**src/rtl/display_scan_scheduler.sv**
```systemverilog
// Multiplexed seven-segment scan scheduler.
// One shared decoder is time-shared across NUM_DIGITS digits. Each digit gets a
// slot made of a blanking interval (all drivers off) followed by a dwell
// interval (its driver on if enabled). Displayed nibbles come from a shadow
// register that is only reloaded on the frame boundary, with a one-cycle ack
// back to the producer.
//
// state    | meaning
// ---------+-----------------------------------------------------------------
// ST_BLANK | all digit drivers off; decoder input settles to the next digit
// ST_DWELL | driver of the current digit follows its enable bit
module display_scan_scheduler #(
  parameter int NUM_DIGITS   = 2,
  parameter int DWELL_CYCLES = 240000,
  parameter int BLANK_CYCLES = 4800,
  parameter int CNT_WIDTH    = 24,
  localparam int IDX_W       = (NUM_DIGITS > 1) ? $clog2(NUM_DIGITS) : 1
) (
  input  logic                      internal_oscillator,
  input  logic                      reset,
  input  logic [4*NUM_DIGITS-1:0]   digit_values,
  input  logic [NUM_DIGITS-1:0]     digit_enable,
  input  logic                      update,
  output logic                      update_ack,
  output logic [3:0]                nibble_sel,
  output logic [IDX_W-1:0]          active_digit,
  output logic [NUM_DIGITS-1:0]     transistor,
  output logic                      frame_done
);

  localparam logic [CNT_WIDTH-1:0] BLANK_LAST = CNT_WIDTH'(BLANK_CYCLES - 1);
  localparam logic [CNT_WIDTH-1:0] DWELL_LAST = CNT_WIDTH'(DWELL_CYCLES - 1);
  localparam logic [IDX_W-1:0]     IDX_LAST   = IDX_W'(NUM_DIGITS - 1);

  typedef enum logic {
    ST_BLANK = 1'b0,
    ST_DWELL = 1'b1
  } state_t;

  state_t                  state, state_nxt;
  logic [CNT_WIDTH-1:0]    cnt, cnt_nxt;
  logic [IDX_W-1:0]        idx, idx_nxt;
  logic [4*NUM_DIGITS-1:0] shadow, shadow_nxt;
  logic [NUM_DIGITS-1:0]   transistor_nxt;
  logic [3:0]              nibble_nxt;
  logic [IDX_W-1:0]        active_nxt;
  logic                    ack_nxt;
  logic                    frame_nxt;
  logic                    blank_tc;
  logic                    dwell_tc;
  logic                    slot_end;
  logic                    boundary;

  // Next-state, slot sequencing, shadow capture and registered-output values.
  always_comb begin
    state_nxt      = state;
    cnt_nxt        = cnt + CNT_WIDTH'(1);
    idx_nxt        = idx;
    shadow_nxt     = shadow;
    transistor_nxt = '0;
    nibble_nxt     = nibble_sel;
    active_nxt     = active_digit;
    ack_nxt        = 1'b0;
    frame_nxt      = 1'b0;

    blank_tc = (cnt == BLANK_LAST);
    dwell_tc = (cnt == DWELL_LAST);
    slot_end = (state == ST_DWELL) && dwell_tc;
    boundary = slot_end && (idx == IDX_LAST);

    case (state)
      ST_BLANK: begin
        if (blank_tc) begin
          state_nxt = ST_DWELL;
          cnt_nxt   = '0;
        end
      end
      ST_DWELL: begin
        if (dwell_tc) begin
          state_nxt = ST_BLANK;
          cnt_nxt   = '0;
          idx_nxt   = (idx == IDX_LAST) ? '0 : idx + IDX_W'(1);
        end
      end
      default: begin
        state_nxt = ST_BLANK;
        cnt_nxt   = '0;
        idx_nxt   = '0;
      end
    endcase

    // Capture lands on the last dwell cycle of the last digit only, so a
    // frame is always shown from a single consistent snapshot.
    if (boundary) begin
      frame_nxt = 1'b1;
      if (update) begin
        shadow_nxt = digit_values;
        ack_nxt    = 1'b1;
      end
    end

    // Decoder input moves to the new digit as blanking starts, and uses the
    // freshly captured shadow when this is also the frame boundary.
    if (slot_end) begin
      nibble_nxt = shadow_nxt[4*int'(idx_nxt) +: 4];
      active_nxt = idx_nxt;
    end

    // Driver is registered from the next state so it is off for the whole
    // blanking interval and tracks enable with one cycle of latency.
    if (state_nxt == ST_DWELL) begin
      transistor_nxt[idx_nxt] = digit_enable[idx_nxt];
    end
  end

  // State and output registers; reset forces all drivers off immediately.
  always_ff @(posedge internal_oscillator or posedge reset) begin
    if (reset) begin
      state        <= ST_BLANK;
      cnt          <= '0;
      idx          <= '0;
      shadow       <= '0;
      transistor   <= '0;
      nibble_sel   <= '0;
      active_digit <= '0;
      update_ack   <= 1'b0;
      frame_done   <= 1'b0;
    end else begin
      state        <= state_nxt;
      cnt          <= cnt_nxt;
      idx          <= idx_nxt;
      shadow       <= shadow_nxt;
      transistor   <= transistor_nxt;
      nibble_sel   <= nibble_nxt;
      active_digit <= active_nxt;
      update_ack   <= ack_nxt;
      frame_done   <= frame_nxt;
    end
  end

endmodule

```
**config.mk**
```make
export PLATFORM = sky130hd
export DESIGN_NAME = display_scan_scheduler
export DESIGN_NICKNAME = d
export VERILOG_FILES = /design/src/rtl/display_scan_scheduler.sv
export SDC_FILE = /design/constraint.sdc
export NUM_CORES = 1
export LEC_CHECK = 0
export CAP_MARGIN = 20
export CORE_ASPECT_RATIO = 2
export CORE_MARGIN = 3
export CORE_UTILIZATION = 59
export DETAILED_ROUTE_END_ITERATION = 16
export GPL_TIMING_DRIVEN = 0
export PLACE_DENSITY = 0.83
export SLEW_MARGIN = 20
export SYNTH_ARGS = -nofsm -noshare
export SYNTH_HDL_FRONTEND = slang
export SYNTH_SLANG_ARGS = --single-unit
export TNS_END_PERCENT = 100
```
**constraint.sdc**
```tcl
create_clock -name internal_oscillator -period 4.3 [get_ports internal_oscillator]
set_input_delay 0.645 -clock internal_oscillator [delete_from_list [all_inputs] [get_ports internal_oscillator]]
set_output_delay 0.645 -clock internal_oscillator [all_outputs]
set_load 0.005 [all_outputs]
```
# Word level (Yosys, flattened, before mapping)
# Cells that the tools add are included.
# Widths: inputs -> output; s select.
[totals]
register_bits = 43
out_inout_bits = 9
[classes]
add_sub_neg = 2
order_cmp = 2
eq_ne = 2
n_shift = 1
mux = 19
bitwise_logic = 2
reduce_logical = 3
[op_table]
columns = ["op", "count"]
rows = [
  ["$mux 24", 2],
  ["$pmux 24 s2", 1],
  ["$add 24x1->24 const B", 1],
  ["$eq 24x13->1 const B", 1],
  ["$eq 24x18->1 const B", 1],
  ["$mux 8", 2],
  ["$mux 1", 11],
  ["$shiftx 8x4->4", 1],
  ["$logic_and 1x1->1", 3],
  ["$and 2x2->2", 1],
  ["$lt 1x2->1 const B", 1],
  ["$mux 2", 1],
  ["$pmux 1 s2", 1],
  ["$add 1x1->1 const B", 1],
  ["$demux 1 s1", 1],
  ["$ge 1x1->1 const B", 1],
  ["$not 1->1", 1],
]

# Logic depth before layout (Yosys ltp)
# Gate-level depths: netlist (run 1).
[depth]
depth_word = 10
depth_mapped = 7
ltp_nobuf = 5

# Worst setup path after synthesis (run 1)
# OpenSTA, ideal clock, no wires.
[synth_path]
path_type = "reg2reg"
from = "register cnt[10]"
to = "register active_digit"
t_arrival_ns = 2.252
slack_ns = 1.923
path_stages_with_launch = 7
n_path_buf = 2
synth_period_minus_slack_ns = 2.377
path_cell_list = "dfrtp_1 -> or4_1 -> or4_1 -> buf_2 -> nor3_1 -> buf_4 -> mux2_2"
[synth_between]
elab_chain_len = 3
[synth_rtl]
columns = ["item", "line", "text"]
rows = [
  ["from (decl)", "41", "logic [CNT_WIDTH-1:0] cnt, cnt_nxt;"],
  ["from (signal assigned)", "130", "cnt <= cnt_nxt;"],
  ["$eq 24x18->1 *", "67", "dwell_tc = (cnt == DWELL_LAST);"],
  ["$mux 1", "79", "if (dwell_tc) begin"],
  ["$mux 1", "71", "case (state)"],
  ["to (signal assigned)", "135", "active_digit <= active_nxt;"],
  ["to (decl)", "26", "output logic [IDX_W-1:0] active_digit,"],
]
# Mark *: on every way between the ends. The rest lies on a longest branch, timed or not.
# A chain may end at the register's enable or synchronous reset.

# Worst setup path in the final report (run 1)
# Same ends and word-level chain as after synthesis.

==> flow_summary.json, run 1 <==
{
  "status": "finished, final reports clean",
  "cts_setup_buffers": 0,
  "boundaryPins": 22,
  "cts_max_path_buffers": 2,
  "post-route-drc-count": 0,
  "maxSlewHeadroom_pct": 32.1,
  "worstSetupPathType": "reg -> reg",
  "tritoncts": "done",
  "synthAdderAreaFrac_pct": 0.618,
  "leakagePower_nw": 1.04,
  "yosys.area_share.simple_pct": 21.0,
  "synth_nets": 198,
  "hold_buffers": 0,
  "drv_cap": 0,
  "holdCritPathClass": "reg -> reg",
  "grt_pass1_wl_um": 6850,
  "wl_per_cell_um": 17.0,
  "synthMuxAreaShare_pct": 9.21,
  "cts_resized": 0,
  "hold_viol_final": 0,
  "cts_root_buf": "clkbuf_8",
  "synth-compound-area-share_pct": 4.76,
  "vias_per_cell": 6.30,
  "drt_wl_total_um": 4150,
  "insertion_delay_ns": 0.29,
  "antenna_found_initial": 0,
  "dpl_worst_slack_ns": 1.74,
  "slew_viol_final": 0,
  "hpwl_um": 3120,
  "setup_tns_ns": 0,
  "numCtsBuffers": 5,
  "ant_nets": 0,
  "worstPathArrival_ns": 2.73,
  "r2r_setup_slack_ns": 1.74,
  "clk_transition_reported_paths_ns": 0.07,
  "worst_slack_ns": 1.74,
  "dieArea_sq_um": 4210,
  "synthTopCellsByArea": "dfrtp_1 53%, mux2_2 7.2%, xnor2_1 5.2%, nor3_1 3.7%, xor2_1 3.0%",
  "vias": 1537,
  "syn_avg_cell_area_sq_um": 11.0,
  "rsz0062_at_grt": "no",
  "grtUsageTotal_pct": 22.7,
  "io_buffers": 20,
  "drive_gt1_share_pct": 13.6,
  "post-route-min-period_ns": 2.56,
  "synthXorXnorAreaFrac_pct": 8.22,
  "htreeDepth": 2,
  "grt_start_max_net_pins": 33,
  "fp.dieW_um": 47.4,
  "fin_nets": 226,
  "fin_skew_ns": 0.00919,
  "start_util_pct": 62.7,
  "firstDrtPassIters": 4,
  "grt_overflow_total": 0,
  "powerDensity_nw_per_um2": 282,
  "worstMarginPinSlew_ns": 1.01,
  "synthCells": 184,
  "gp_congestion": 0.862,
  "endpoint_kind": "flop",
  "area_growth_pct": 16.8,
  "synth_top_family_by_area": "simple AND/OR/NAND/NOR gates",
  "vdd_ir_drop_max_v": 0.000281,
  "required_ns": 4.48,
  "ys_seq_area_share_pct": 53.2,
  "clock-sinks": 43,
  "start_kind": "flop",
  "timing.fmax_mhz": 391,
  "ys_seq_elements": 43,
  "synth_area_sq_um": 2020,
  "drtIter0Drc": 48,
  "yosysTopAreaCellShare_pct": 53.2,
  "min_period_over_period_pct": 59.4,
  "ys_types": 33,
  "core_sq_um": 3230,
  "synth_top_area_cell": "dfrtp_1",
  "antennaDiodeCount": 0,
  "grt_pass1_vias": 1556,
  "crit_fanout": 10,
  "setup-violations-final": 0,
  "num_rows": 29,
  "die_height_um": 88.8,
  "yosysWarnings": 0
}
[cell type report]
type	count	area [sq um]
Tap cell	31	38.8
Clock buffer	7	76.3
Timing Repair Buffer	21	220
Inverter	7	26.3
Multi-Input combinational cell	126	886
Buffer	8	36.3
Clock inverter	1	5.00
Fill cell	222	865
Sequential cell	43	1080
[worst paths after layout]
kind,startpoint,to,cells past startpoint
setup reg to reg,cnt[10],active_digit,6
hold reg to reg,cnt[18],cnt[18],1
setup / recovery,cnt[10],active_digit,6
max in group asynchronous,reset,cnt[14],3
hold / removal,cnt[18],cnt[18],1
min in group asynchronous,reset,shadow[3],2
[logic make-up after synthesis]
family | Yosys count
XOR/XNOR | 19
multiplexers | 17
AO/OA/AOI/OAI | 15
adder cells (fa/ha/maj) | 1
AND/OR/NAND/NOR | 74
buffers and inverters | 15
flip-flops | 43
[synthesized netlist by cell type]
cell	instances
a211oi_1	4
a21oi_1	6
a31o_2	1
and2_1	1
and3_1	3
and3b_1	1
and4_1	1
buf_2	2
buf_4	1
clkbuf_1	5
dfrtp_1	43
ha_1	1
inv_1	7
mux2_2	13
mux2i_1	4
nand2_1	11
nand3_1	9
nand4_1	8
nor2_1	7
nor3_1	15
nor3_4	1
nor3b_1	1
nor4_1	3
nor4b_1	1
nor4bb_1	2
o21ai_0	1
o31ai_1	3
or2_2	2
or3_1	1
or3b_2	1
or4_1	6
xnor2_1	12
xor2_1	7
[state kept, by name (all words and copies together) (netlist names)]
register / count
active_digit: 1
transistor: 2
cnt: 24
update_ack: 1
nibble_sel: 4
state: 1
idx: 1
frame_done: 1
shadow: 8
[cells in the final DEF (no fill, tap or decap), types with 5 or more instances in the layout]
| cell | synthesis | routed |
|---|---|---|
| nor3_1 | 15 | 15 |
| xnor2_1 | 12 | 12 |
| clkdlybuf4s50_1 | 0 | 20 |
| mux2_2 | 13 | 13 |
| nand3_1 | 9 | 9 |
| nand2_1 | 11 | 11 |
| clkbuf_1 | 5 | 7 |
| nand4_1 | 8 | 8 |
| clkbuf_8 | 0 | 5 |
| a21oi_1 | 6 | 6 |
| inv_1 | 7 | 6 |
| nor2_1 | 7 | 7 |
| dfrtp_1 | 43 | 43 |
| or4_1 | 6 | 6 |
| xor2_1 | 7 | 7 |
[report_power, final]
| part | internal, mW | total [mW] | leakage (nW) | switching [mW] |
|---|---|---|---|---|
| registers | 0.404 | 0.404 | 0.587 | 0 |
| clock network | 0.114 | 0.238 | 0.0422 | 0.124 |
| logic | 0.0123 | 0.0236 | 0.408 | 0.0113 |
[stage by stage]
| step | util [%] | cell area (sq um) | instances | total power, mW | hold slack [ns] |
|---|---|---|---|---|---|
| 2_1_floorplan | - | 2020 | 184 | 0.421 | 0.436 |
| 3_3_place_gp | 70.1 | 2260 | 235 | 0.433 | 0.459 |
| 3_5_place_dp | 70.7 | 2280 | 236 | 0.436 | 0.481 |
| 4_1_cts | 73.2 | 2360 | 244 | 0.672 | 0.495 |
| 5_1_grt | 73.2 | 2360 | 244 | 0.688 | 0.514 |
| 6_report | 73.2 | 2360 | 244 | 0.666 | 0.490 |
[worst max-delay path: stages, from the launching register on]
cell and delay [ns]:
dfrtp_1 0.45, or4_1 0.52, or4_1 0.47, buf_2 0.18, nor3_1 0.24, buf_4 0.25, mux2_2 0.35
[layer usage]
layer / wire, um / track usage (%) / vias to the layer above
li1: - / - / 724
met1: 1470 / 22.9 / 754
met2: 2390 / 41.9 / 47
met3: 180 / 3.46 / 12
met4: 117 / 10.3 / 0
met5: 0 / 0 / -
Note: power is estimated with default switching activity, not from simulation.
==> run 2: changes to the inputs <==
Settings changed: CORE_UTILIZATION 59 to 50, PLACE_DENSITY 0.83 to 0.75.
Clock period 4.3 ns to 2.1 ns, I/O delays scaled along.
==> flow_summary.json, run 2 (synthesis gave the netlist of run 1 again) <==
{
  "p_int_mw": 1.08,
  "clock-sinks": 43,
  "worst_slack_ns": -0.174,
  "mostFrequentLayoutCell": "dfrtp_1",
  "hold_viol_final": 0,
  "antennaDiodeCount": 0,
  "endpoint_kind": "flop",
  "switching_share_pct": 22.7,
  "timing.fmax_mhz": 440,
  "status": "complete, but fails checks",
  "htreeDepth": 2,
  "violations": "negative setup slack",
  "holdCritPathClass": "in -> async",
  "leakagePower_nw": 1.14,
  "crit_slowest_cell": "or4_4",
  "rsz0062_at_grt": "yes",
  "path_cells": "or4_1 > or4_4 > nor3_4 > buf_6 > mux2_4",
  "firstDrtPassIters": 4,
  "crit_fanout": 6,
  "boundaryPins": 22,
  "final_cell_mix": "43 x dfrtp_1, 20 x clkdlybuf4s50_1, 14 x nor3_1, 12 x xnor2_1, 11 x nand2_1",
  "core_sq_um": 3880,
  "insertion_delay_ns": 0.30,
  "reg_top3": "cnt: 24 flops, shadow: 8 flops, nibble_sel: 4 flops",
  "fp.dieW_um": 51.0,
  "num_rows": 32,
  "nFillCells": 295,
  "gp_congestion": 0.827,
  "total_power_mw": 1.40,
  "numCtsBuffers": 5,
  "largest_reg_flops": 24,
  "clockPowerShare_pct": 37.2,
  "slew_viol_final": 0,
  "required_ns": 2.29,
  "io_buffers": 20,
  "grt_pass1_vias": 1721,
  "worstPathArrival_ns": 2.46,
  "dp_cells": 256,
  "fin_nets": 235,
  "grt_start_max_net_pins": 26,
  "vias_per_cell": 5.83,
  "drv_cap": 0,
  "cts_root_buf": "clkbuf_8",
  "area_growth_pct": 26.6,
  "worstMarginPinSlew_ns": 0.418,
  "antenna_found_initial": 0,
  "min_period_over_period_pct": 108,
  "powerDensity_nw_per_um2": 546,
  "setup-violations-final": 27,
  "post-route-drc-count": 0,
  "combPwrFrac_pct": 3.7,
  "post-route-min-period_ns": 2.27,
  "fin_cells": 273,
  "die_height_um": 96.0,
  "p_sw_mw": 0.317,
  "cp_top_family": "simple AND/OR/NAND/NOR gates",
  "grt_overflow_total": 0,
  "grtUsageTotal_pct": 22.9,
  "seqCellArea_sq_um": 1080,
  "grt_pass1_wl_um": 8180,
  "maxSlewHeadroom_pct": 71.7,
  "fin_skew_ns": 0.00346,
  "wl_per_cell_um": 17.5,
  "drive_gt1_share_pct": 22.1,
  "drt_wl_total_um": 4780,
  "dieArea_sq_um": 4890,
  "vias": 1592,
  "regMostFlops": "cnt",
  "vdd_ir_drop_max_v": 0.000499,
  "seqPwrFrac_pct": 59.1,
  "cts_max_path_buffers": 2,
  "tritoncts": "done",
  "multi_input_area_sq_um": 957,
  "start_kind": "flop",
  "start_util_pct": 52.1,
  "crit_path_max_incr_delay_ns": 0.56,
  "hpwl_um": 3250,
  "path_buf_inv": 1,
  "worstSetupPathType": "reg -> reg",
  "ant_nets": 0,
  "clk_transition_reported_paths_ns": 0.08,
  "drtIter0Drc": 46
}
run 2: power groups by stage:
stage	registers [mW]	logic (mW)	clock network, mW
floorplan	0.844	0.0184	0
global placement	0.844	0.0432	0
detailed placement	0.844	0.0518	0
CTS	0.827	0.0524	0.525
global route	0.827	0.0565	0.554
finish	0.827	0.0513	0.520
run 2: cell type report:
cell class | instances | area share, %
Sequential cell | 43 | 42.0
Multi-Input combinational cell | 126 | 37.4
Timing Repair Buffer | 32 | 12.4
Clock buffer | 5 | 2.69
Tap cell | 51 | 2.49
Buffer | 6 | 1.46
Inverter | 7 | 1.03
Clock inverter | 3 | 0.586
run 2: through the flow:
step           utilization [%]  hold WS, ns  area (sq um)  worst slack [ns]  setup TNS, ns
2_1_floorplan                -        0.434          2040            -0.163          -2.07
5_1_grt                   66.0        0.377          2560            -0.225          -4.40
6_report                  66.0        0.326          2560            -0.174          -2.75
3_5_place_dp              60.0        0.456          2330            -0.383          -7.97
3_3_place_gp              59.3        0.452          2300            -0.346          -7.37
4_1_cts                   66.5        0.338          2580            -0.243          -3.88
run 2: worst paths after layout:
| check | from | endpoint | slack, ns | depth (start not counted) |
|---|---|---|---|---|
| min | reset | shadow[2] | 0.33 | 2 |
| max | cnt[18] | shadow[5] | -0.17 | 5 |
| min reg2reg | cnt[23] | cnt[23] | 0.47 | 1 |
| max reg2reg | cnt[18] | shadow[5] | -0.17 | 5 |
| max in group asynchronous | reset | cnt[18] | 1.31 | 3 |
| min in group internal_oscillator | cnt[23] | cnt[23] | 0.47 | 1 |
run 2: routing by layer:
metal  routed length [um]  vias to the layer above  part of all wire (%)  GRT usage, %
met4                  197                        0                   4.1          11.7
met2                 2750                       38                    58          44.0
li1                     -                      734                     -             -
met5                    0                        -                     0             0
met1                 1680                      805                    35          22.3
met3                  151                       15                   3.2          4.34
run 2: what timing repair did:
action	in CTS	in global routing
endpoints found under the hold margin	0	0
endpoints found under the setup margin	35	29
buffers inserted	10	2
pin swaps	5	4
gates cloned	1	0
gates resized for setup	16	4
hold buffers	0	0
==> run 3: changes to the inputs <==
Settings changed: CTS_CLUSTER_SIZE set to 20, HOLD_SLACK_MARGIN set to 0.02.
==> results of run 3 <==
The final DEF is identical to that of run 2; final timing and power are the same.
